<file path="src/rtl/aurora_nfc_pkg.sv">
`default_nettype none
// ============================================================================
// Module      : aurora_nfc_pkg
// Description : Shared types and NFC message constants for aurora_nfc_ctrl.
// Revision    : 1.0 - initial release
// ============================================================================
package aurora_nfc_pkg;

    // Controller states; explicit 3-bit encoding
    typedef enum logic [2:0] {
        ST_IDLE      = 3'd0,
        ST_RUN       = 3'd1,
        ST_SEND_XOFF = 3'd2,
        ST_PAUSED    = 3'd3,
        ST_SEND_XON  = 3'd4
    } nfc_state_t;

    // NFC message layout: tdata[15:8] pause count, tdata[4] XOFF flag
    localparam int          NFC_XOFF_BIT  = 4;
    localparam int          NFC_PAUSE_LSB = 8;
    localparam logic [15:0] NFC_MSG_XOFF  = 16'h0010;
    localparam logic [15:0] NFC_MSG_XON   = 16'h0000;

endpackage : aurora_nfc_pkg
`default_nettype wire

</file>
<file path="src/rtl/aurora_nfc_ctrl.sv">
`default_nettype none
// ============================================================================
// Module      : aurora_nfc_ctrl
// Description : Issues Aurora NFC XOFF/XON messages from RX FIFO occupancy
//               with watermark hysteresis and periodic XOFF refresh.
// Revision    : 1.0 - initial release
// ============================================================================
module aurora_nfc_ctrl
    import aurora_nfc_pkg::*;
#(
    parameter int FIFO_LEVEL_W   = 13,
    parameter int HIGH_WM        = 3072,
    parameter int LOW_WM         = 1024,
    parameter int REFRESH_CYCLES = 4096
) (
    input  logic                    user_clk,
    input  logic                    user_rst_n,
    input  logic                    enable,
    input  logic                    channel_up,
    input  logic [FIFO_LEVEL_W-1:0] rx_fifo_level,
    output logic                    m_axi_nfc_tvalid,
    output logic [15:0]             m_axi_nfc_tdata,
    input  logic                    m_axi_nfc_tready,
    output logic                    xoff_active,
    output logic [15:0]             nfc_msg_count
);

    // Refresh timer sizing; the timer collapses to a single bit when refresh is off
    localparam int                     c_TMR_W      = (REFRESH_CYCLES > 0) ? $clog2(REFRESH_CYCLES + 1) : 1;
    localparam bit                     c_REFRESH_EN = (REFRESH_CYCLES != 0);
    localparam logic [c_TMR_W-1:0]     c_TMR_LAST   = c_REFRESH_EN ? c_TMR_W'(REFRESH_CYCLES - 1) : '0;
    localparam logic [FIFO_LEVEL_W-1:0] c_HIGH_WM   = FIFO_LEVEL_W'(HIGH_WM);
    localparam logic [FIFO_LEVEL_W-1:0] c_LOW_WM    = FIFO_LEVEL_W'(LOW_WM);

    // Reject watermark settings that would break the hysteresis band
    if ((LOW_WM >= HIGH_WM) || (HIGH_WM > (1 << (FIFO_LEVEL_W - 1)))) begin : g_bad_params
        $error("aurora_nfc_ctrl: require LOW_WM < HIGH_WM <= 2**(FIFO_LEVEL_W-1)");
    end

    nfc_state_t           r_state;
    nfc_state_t           w_next_state;
    logic                 r_above_hi;
    logic                 r_below_lo;
    logic [c_TMR_W-1:0]   r_timer;
    logic                 w_expire;
    logic                 w_handshake;
    logic                 r_tvalid;
    logic [15:0]          r_tdata;
    logic                 r_xoff;
    logic [15:0]          r_count;

    assign w_handshake = r_tvalid && m_axi_nfc_tready;
    assign w_expire    = c_REFRESH_EN && (r_state == ST_PAUSED) && (r_timer == c_TMR_LAST);

    // Register the watermark comparisons; the FSM acts on these one cycle later
    always_ff @(posedge user_clk or negedge user_rst_n) begin
        if (!user_rst_n) begin
            r_above_hi <= 1'b0;
            r_below_lo <= 1'b0;
        end else begin
            r_above_hi <= (rx_fifo_level >= c_HIGH_WM);
            r_below_lo <= (rx_fifo_level <= c_LOW_WM);
        end
    end

    // Next-state logic; loss of channel overrides everything
    always_comb begin
        w_next_state = r_state;
        if (!channel_up) begin
            w_next_state = ST_IDLE;
        end else begin
            case (r_state)
                ST_IDLE:      if (enable) w_next_state = ST_RUN;
                ST_RUN: begin
                    if (!enable)         w_next_state = ST_IDLE;
                    else if (r_above_hi) w_next_state = ST_SEND_XOFF;
                end
                ST_SEND_XOFF: if (w_handshake) w_next_state = ST_PAUSED;
                ST_PAUSED: begin
                    // XON takes precedence over a coincident refresh expiry
                    if (r_below_lo || !enable) w_next_state = ST_SEND_XON;
                    else if (w_expire)         w_next_state = ST_SEND_XOFF;
                end
                ST_SEND_XON:  if (w_handshake) w_next_state = enable ? ST_RUN : ST_IDLE;
                default:      w_next_state = ST_IDLE;
            endcase
        end
    end

    // State register
    always_ff @(posedge user_clk or negedge user_rst_n) begin
        if (!user_rst_n) r_state <= ST_IDLE;
        else             r_state <= w_next_state;
    end

    // Refresh timer: runs only while paused, zero everywhere else
    always_ff @(posedge user_clk or negedge user_rst_n) begin
        if (!user_rst_n)                               r_timer <= '0;
        else if (c_REFRESH_EN && r_state == ST_PAUSED) r_timer <= r_timer + 1'b1;
        else                                           r_timer <= '0;
    end

    // Registered NFC stream outputs, derived from the upcoming state
    always_ff @(posedge user_clk or negedge user_rst_n) begin
        if (!user_rst_n) begin
            r_tvalid <= 1'b0;
            r_tdata  <= 16'h0000;
        end else begin
            r_tvalid <= (w_next_state == ST_SEND_XOFF) || (w_next_state == ST_SEND_XON);
            r_tdata  <= (w_next_state == ST_SEND_XOFF) ? NFC_MSG_XOFF : NFC_MSG_XON;
        end
    end

    // Pause status and accepted-message counter
    always_ff @(posedge user_clk or negedge user_rst_n) begin
        if (!user_rst_n) begin
            r_xoff  <= 1'b0;
            r_count <= 16'h0000;
        end else begin
            if (w_handshake) r_count <= r_count + 16'd1;
            if (w_next_state == ST_IDLE)                     r_xoff <= 1'b0;
            else if (w_handshake && r_state == ST_SEND_XOFF) r_xoff <= 1'b1;
            else if (w_handshake && r_state == ST_SEND_XON)  r_xoff <= 1'b0;
        end
    end

    assign m_axi_nfc_tvalid = r_tvalid;
    assign m_axi_nfc_tdata  = r_tdata;
    assign xoff_active      = r_xoff;
    assign nfc_msg_count    = r_count;

endmodule : aurora_nfc_ctrl
`default_nettype wire

</file>
<file path="config.mk">
export PLATFORM = sky130hd
export DESIGN_NAME = aurora_nfc_ctrl
export DESIGN_NICKNAME = d
export VERILOG_FILES = /design/src/rtl/aurora_nfc_pkg.sv /design/src/rtl/aurora_nfc_ctrl.sv
export SDC_FILE = /design/constraint.sdc
export NUM_CORES = 1
export LEC_CHECK = 0
export CAP_MARGIN = 40
export CORE_AREA = 2 2 62 70
export CTS_BUF_LIST = sky130_fd_sc_hd__clkbuf_8
export DETAILED_ROUTE_END_ITERATION = 10
export DIE_AREA = 0 0 64 72
export HOLD_SLACK_MARGIN = 0.08
export PLACE_DENSITY = 0.8
export SLEW_MARGIN = 30
export SYNTH_ARGS = -nofsm -noshare
export SYNTH_HDL_FRONTEND = slang
export SYNTH_SLANG_ARGS = --single-unit
</file>
<file path="constraint.sdc">
create_clock -name user_clk -period 1.9 [get_ports user_clk]
set_input_delay 0.285 -clock user_clk [delete_from_list [all_inputs] [get_ports user_clk]]
set_output_delay 0.285 -clock user_clk [all_outputs]
set_load 0.02 [all_outputs]
</file>
* Word level (Yosys, flattened, before mapping)
Index checks and enable logic that the tools add are counted.
Operators by class: $lt $le $gt $ge 2, $add $sub $neg 2, reductions and logical operators 10, equal/unequal tests 7, multiplexer cells 15
Operators by type and width (number):
- 3-bit two-way mux | 8
- 16-bit by 1-bit adder with 16-bit output (second input constant) | 1
- 3-bit one-hot mux with 5 select lines | 1
- 13-bit by 1-bit adder with 13-bit output (second input constant) | 1
- 13-bit by 12-bit equality test with 1-bit output (second input constant) | 1
- 13-bit by 12-bit greater-or-equal comparator with 1-bit output (second input constant) | 1
- 13-bit by 11-bit <= comparator with 1-bit output (second input constant) | 1
- 13-bit two-way mux | 1
- 3-bit by 2-bit equality test with 1-bit output (second input constant) | 3
- 3-bit equality test (second input constant) | 2
- 3-bit zero test | 2
- 5-bit two-way mux | 1
- 1-bit logical AND | 4
- 1-bit two-way mux | 4
- 3-bit by 1-bit equality test with 1-bit output (second input constant) | 1
- 3-bit nonzero test | 1
- 1-bit logical OR | 2
- 1-bit zero test | 1
Storage, ports and cells: input bits 18, register bits after elaboration 41

* Longest topological paths before layout
word-level depth 8, mapped depth 6, depth with buffers taken out 6

* Worst setup path before layout
Ideal clock, no wire load.
path type register to register, start point register r_tvalid (netlist: m_axi_nfc_tvalid), end point register r_count[14] (netlist: nfc_msg_count[14]), setup slack 389 ps, buffers on the path 1, stages on the path, launching flop included 7, data required time 1771 ps, library setup time 129 ps, period minus slack after synthesis 1511 ps, arrival 1381 ps, cells stage by stage dfrtp_1 > and2_1 > buf_2 > nand4_1 > nor2_1 > nand4_1 > xnor2_1
On the way: cells in the longest elaborated chain, start to end 1
RTL lines:
- from (decl) | line aurora_nfc_ctrl.sv:47 | logic r_tvalid;
- from (signal assigned) | line aurora_nfc_ctrl.sv:109 | r_tvalid <= (w_next_state == ST_SEND_XOFF) || (w_next_state == ST_SEND_XON);
- 1-bit logical AND | line aurora_nfc_ctrl.sv:52 | assign w_handshake = r_tvalid && m_axi_nfc_tready;
- to (signal assigned) | line aurora_nfc_ctrl.sv:120 | if (w_handshake) r_count <= r_count + 16'd1;
- to (decl) | line aurora_nfc_ctrl.sv:50 | logic [15:0] r_count;
Every way passes these cells. A chain may end at the register's enable or synchronous reset.

* Worst setup path after layout
start point register r_timer[0], end point register r_xoff (netlist: xoff_active)
On the way: cells in the longest elaborated chain, start to end 8, elaborated cells on any way between the ends 9, those cells by class eq/ne: 1; mux: 5; reduce/logical: 3
RTL lines:
- from (decl) | line aurora_nfc_ctrl.sv:44 | logic [c_TMR_W-1:0] r_timer;
- from (signal assigned) | line aurora_nfc_ctrl.sv:99 | else if (c_REFRESH_EN && r_state == ST_PAUSED) r_timer <= r_timer + 1'b1;
- 13-bit by 12-bit equality test with 1-bit output (*) | line aurora_nfc_ctrl.sv:53 | assign w_expire = c_REFRESH_EN && (r_state == ST_PAUSED) && (r_timer == c_TMR_LAST);
- 1-bit logical AND (*) | line aurora_nfc_ctrl.sv:53
- 3-bit two-way mux (*) | line aurora_nfc_ctrl.sv:82 | else if (w_expire) w_next_state = ST_SEND_XOFF;
- 3-bit two-way mux (*) | line aurora_nfc_ctrl.sv:81 | if (r_below_lo || !enable) w_next_state = ST_SEND_XON;
- 3-bit one-hot mux with 5 select lines (*) | line aurora_nfc_ctrl.sv:72 | case (r_state)
- 3-bit two-way mux (*) | line aurora_nfc_ctrl.sv:69 | if (!channel_up) begin
- 3-bit zero test (*) | line aurora_nfc_ctrl.sv:121 | if (w_next_state == ST_IDLE) r_xoff <= 1'b0;
- 3-bit nonzero test (no source line) or 1-bit two-way mux (tied branches)
- to (signal assigned) | line aurora_nfc_ctrl.sv:121
- to (signal assigned) | line aurora_nfc_ctrl.sv:122 | else if (w_handshake && r_state == ST_SEND_XOFF) r_xoff <= 1'b1;
- to (signal assigned) | line aurora_nfc_ctrl.sv:123 | else if (w_handshake && r_state == ST_SEND_XON) r_xoff <= 1'b0;
- to (decl) | line aurora_nfc_ctrl.sv:49 | logic r_xoff;
Every way passes the cells marked *; elsewhere a longest branch is shown, timed or not.

==> metrics.txt <==
# TYPE chip_impl_metric gauge
chip_impl_info{name="status",value="finished clean"} 1
chip_impl_metric{name="grt_antenna_before_repair",unit=""} 0
chip_impl_metric{name="floorplan.die_area",unit="sq um"} 4608
chip_impl_metric{name="die_width",unit="microns"} 64
chip_impl_metric{name="dp_slack",unit="ns"} 0.1044
chip_impl_metric{name="power_report.internal_total",unit="W"} 0.001295
chip_impl_metric{name="filler_cell_count",unit=""} 328
chip_impl_metric{name="area.sequential",unit="sq um"} 925.9
chip_impl_metric{name="timing.max_cap.violations",unit=""} 0
chip_impl_metric{name="vias",unit=""} 1383
chip_impl_metric{name="max_clock_freq",unit="MHz"} 592.4
chip_impl_metric{name="cpPeakStageDelay",unit="ns"} 0.38
chip_impl_metric{name="clk-insertion-delay-late",unit="ns"} 0.29
chip_impl_metric{name="yosys.area_share.adder",unit="%"} 1.360
chip_impl_metric{name="synth-seq-cells",unit=""} 37
chip_impl_metric{name="postSynthCellCount",unit=""} 180
chip_impl_metric{name="post_layout_nonfiller_instances",unit=""} 275
chip_impl_metric{name="area_used_by_multi_input_combinational_logic",unit="sq um"} 824.5
chip_impl_metric{name="cp_data_arrival_time",unit="ns"} 1.84
chip_impl_metric{name="cp_data_required_time",unit="ns"} 2.05
chip_impl_info{name="startpoint_type",value="flip-flop"} 1
chip_impl_info{name="unrepaired_setup_endpoints_after_global_routing",value="false"} 1
chip_impl_metric{name="timing.final.crit_share",unit="%"} 88.84
chip_impl_metric{name="timing_hold_violations_final",unit=""} 0
chip_impl_metric{name="synthMuxAreaShare",unit="%"} 0.6118
chip_impl_info{name="synth_largest_area_cell",value="sky130_fd_sc_hd__dfrtp_1"} 1
chip_impl_metric{name="io_buffer_count",unit=""} 36
chip_impl_metric{name="drive_gt1_share",unit="%"} 8.072
chip_impl_metric{name="num_antenna_cells",unit=""} 0
chip_impl_info{name="root_buffer",value="sky130_fd_sc_hd__clkbuf_8"} 1
chip_impl_metric{name="dp.cells",unit=""} 266
chip_impl_metric{name="power_density",unit="nW/um^2"} 726.3
chip_impl_metric{name="yosys_warnings",unit=""} 0
chip_impl_metric{name="synth-seq-area-share",unit="%"} 50.31
chip_impl_metric{name="finalWeightedCongestion",unit=""} 0.8795
chip_impl_metric{name="leftover_overflow_at_the_end_of_global_routing",unit=""} 0
chip_impl_metric{name="initial_core_utilization",unit="%"} 47.51
chip_impl_metric{name="detail-route-antenna-nets",unit=""} 0
chip_impl_metric{name="grt.total_usage",unit="%"} 15.80
chip_impl_metric{name="period_needed",unit="ns"} 1.688
chip_impl_metric{name="cts_htree_levels",unit=""} 2
chip_impl_metric{name="drt_wl_total",unit="mm"} 3.309
chip_impl_metric{name="post_synth.cell_area_avg",unit="sq um"} 10.23
chip_impl_info{name="cts_tree",value="done"} 1
chip_impl_metric{name="power.clock.fraction",unit="%"} 38.1
chip_impl_metric{name="core.rowCount",unit=""} 24
chip_impl_metric{name="synth_enable_flop_cells",unit=""} 0
chip_impl_metric{name="fp.coreArea",unit="sq um"} 3874
chip_impl_metric{name="wire_length_of_the_first_global_routing_pass",unit="mm"} 5.754
chip_impl_info{name="path_type_of_the_worst_setup_path",value="flip-flop to flip-flop"} 1
chip_impl_info{name="holdCritPathClass",value="primary input to async pin"} 1
chip_impl_metric{name="finalCoreUtilization",unit="%"} 60.66
chip_impl_metric{name="power_switching_share",unit="%"} 24.14
chip_impl_metric{name="totalNegativeSetupSlack",unit="ns"} 0
chip_impl_metric{name="finish.net_count",unit=""} 243
chip_impl_metric{name="cellLeakagePower",unit="nW"} 1.011
chip_impl_metric{name="viasPerCell",unit=""} 5.029
chip_impl_metric{name="fin_worst_skew",unit="ns"} 0.008702
chip_impl_metric{name="floorplan.io_pins",unit=""} 52
chip_impl_info{name="final_cell_mix",value="sky130_fd_sc_hd__dfrtp_1 (37), sky130_fd_sc_hd__clkdlybuf4s50_1 (35), sky130_fd_sc_hd__nor2_1 (20)"} 1
chip_impl_info{name="timing.critical_path.to_type",value="flip-flop"} 1
chip_impl_info{name="largest_family_of_logic_cells_by_synthesized_area",value="simple AND/OR/NAND/NOR gates"} 1
chip_impl_metric{name="vias_in_the_first_global_route",unit=""} 1363
chip_impl_metric{name="yosys.area_share.xor_xnor",unit="%"} 11.42
chip_impl_info{name="kind_of_cell_adding_the_most_delay_to_the_critical_path",value="simple AND/OR/NAND/NOR gates"} 1
chip_impl_info{name="cpMaxStageDelayCell",value="sky130_fd_sc_hd__dfrtp_1"} 1
chip_impl_metric{name="synthDistinctLibCells",unit=""} 37
chip_impl_metric{name="synth_largest_type_area_fraction",unit="%"} 50.31
chip_impl_metric{name="p_comb_share",unit="%"} 12.4
chip_impl_info{name="yosys-top-cells-area",value="sky130_fd_sc_hd__dfrtp_1 (50%), sky130_fd_sc_hd__xnor2_1 (7.6%), sky130_fd_sc_hd__buf_4 (6.5%)"} 1
chip_impl_metric{name="cts_setup_buffers",unit=""} 0
chip_impl_metric{name="dr.pass1.iters",unit=""} 4
chip_impl_metric{name="worst_slack",unit="ns"} 0.2121
chip_impl_metric{name="place.detailed.hpwl",unit="mm"} 2.408
chip_impl_metric{name="power.sequential.fraction",unit="%"} 49.5
chip_impl_metric{name="worst-path-buf-inv",unit=""} 0
chip_impl_metric{name="max-vdd-ir-drop",unit="mV"} 0.5745
chip_impl_info{name="cell_chain_critical_path",value="ha_1, nand4_1, nor4_2, o32ai_2, a21oi_1, a31oi_1"} 1
chip_impl_metric{name="synth-compound-area-share",unit="%"} 7.138
chip_impl_metric{name="finalMaxSlewViolations",unit=""} 0
chip_impl_metric{name="clock_tree.buffer_depth",unit=""} 2
chip_impl_metric{name="finalSetupViolations",unit=""} 0
chip_impl_metric{name="cell_area_after_technology_mapping",unit="sq um"} 1841
chip_impl_metric{name="synth_simple_gate_area_share",unit="%"} 20.87
chip_impl_metric{name="grt_start_max_net_pins",unit=""} 38
chip_impl_metric{name="syn_to_final_growth",unit="%"} 27.67
chip_impl_metric{name="clk_pin_slew_worst_paths",unit="ns"} 0.08
chip_impl_metric{name="holdWs",unit="ns"} 0.4302
chip_impl_metric{name="cp_max_fo",unit=""} 4
chip_impl_metric{name="numClockSinks",unit=""} 37
chip_impl_metric{name="die_height",unit="microns"} 72
chip_impl_metric{name="async_flop_share",unit="%"} 100.0
chip_impl_metric{name="total_clock_buffers_created_by_cts",unit=""} 5
chip_impl_metric{name="power_switching",unit="W"} 0.0004121
chip_impl_metric{name="detailedRoute.firstIterationViolations",unit=""} 62
chip_impl_info{name="postSynth.topFlopCell",value="sky130_fd_sc_hd__dfrtp_1"} 1
chip_impl_metric{name="number_of_drc_violations_after_detailed_routing",unit=""} 0
chip_impl_info{name="mostFrequentLayoutCell",value="sky130_fd_sc_hd__dfrtp_1"} 1
chip_impl_metric{name="post_drt_wl_per_cell",unit="microns"} 12.03
[final timing paths]
check | cells past startpoint | slack, ns | from | endpoint
min reg2reg | 1 | 0.47 | nfc_msg_count[15] | nfc_msg_count[15]
min | 2 | 0.43 | user_rst_n | r_timer[4]
max in group asynchronous | 3 | 1.03 | user_rst_n | nfc_msg_count[0]
max reg2reg | 6 | 0.21 | r_timer[0] | xoff_active
max | 6 | 0.21 | r_timer[0] | xoff_active
min in group user_clk | 1 | 0.47 | nfc_msg_count[15] | nfc_msg_count[15]
[flip-flops by register name (all words and copies together) (netlist names)]
| signal | cells |
|---|---|
| m_axi_nfc_tdata | 1 |
| m_axi_nfc_tvalid | 1 |
| nfc_msg_count | 16 |
| r_above_hi | 1 |
| r_below_lo | 1 |
| r_state | 3 |
| r_timer | 13 |
| xoff_active | 1 |
[logic make-up after synthesis]
| kind of cell | Yosys count |
|---|---|
| xor gates and xnor gates | 24 |
| buffers and inverters | 23 |
| other | 1 |
| adders and majority gates | 2 |
| muxes | 1 |
| AOI/OAI and AO/OA | 18 |
| and+or+nand+nor | 74 |
| DFF | 37 |
[power groups by stage]
| stage | sequential (W) | clock (W) | combinational, W |
|---|---|---|---|
| after CTS | 0.000846 | 0.000660 | 0.000206 |
| final | 0.000845 | 0.000650 | 0.000212 |
| after detailed placement | 0.000860 | 0 | 0.000204 |
| after floorplan | 0.000878 | 0 | 0.000102 |
| after global routing | 0.000851 | 0.000701 | 0.000232 |
| after global placement | 0.000860 | 0 | 0.000201 |
[what timing repair did]
| action | 4_1_cts | 5_1_grt |
|---|---|---|
| hold buffers | 0 | 1 |
| setup endpoints to repair | 0 | 1 |
| gates resized for setup | 0 | 1 |
| hold endpoints to repair | 0 | 13 |
[synth_stat cells (all sizes together) (2+ instances only)]
cell type  number
or2             2
dfrtp          37
nand2          13
a211oi          3
buf            18
nand4           7
and4            2
nor2           20
nor2b           2
nand2b          4
ha              2
a21oi           4
nand3           9
xor2            8
o21ai           3
or3             2
and3            3
nor4            3
nor3            4
xnor2          16
a31oi           3
inv             4
[metal layers]
layer  up-vias  GRT usage (%)  part of all wire, %
li1        669              -                    -
met1       658          20.55                   45
met4         0          6.280                  1.1
met5         -              0                    0
met3         6          4.341                  5.9
met2        50          25.12                   48
[through the flow]
step | cell area [sq um] | total power, W
floorplan | 1893 | 0.0009793
global route | 2350 | 0.001783
detailed placement | 2202 | 0.001064
global placement | 2202 | 0.001061
finish | 2350 | 0.001707
CTS | 2306 | 0.001711
[layout make-up]
type                            count  share of cell area [%]
Clock buffer                        5                   2.929
Clock inverter                      2                   1.491
Inverter                            4                  0.6390
Multi-Input combinational cell    134                   35.09
Sequential cell                    37                   39.40
Tap cell                           52                   2.769
Timing Repair Buffer               41                   17.68
No activity file was read; power rests on OpenSTA's default activity.
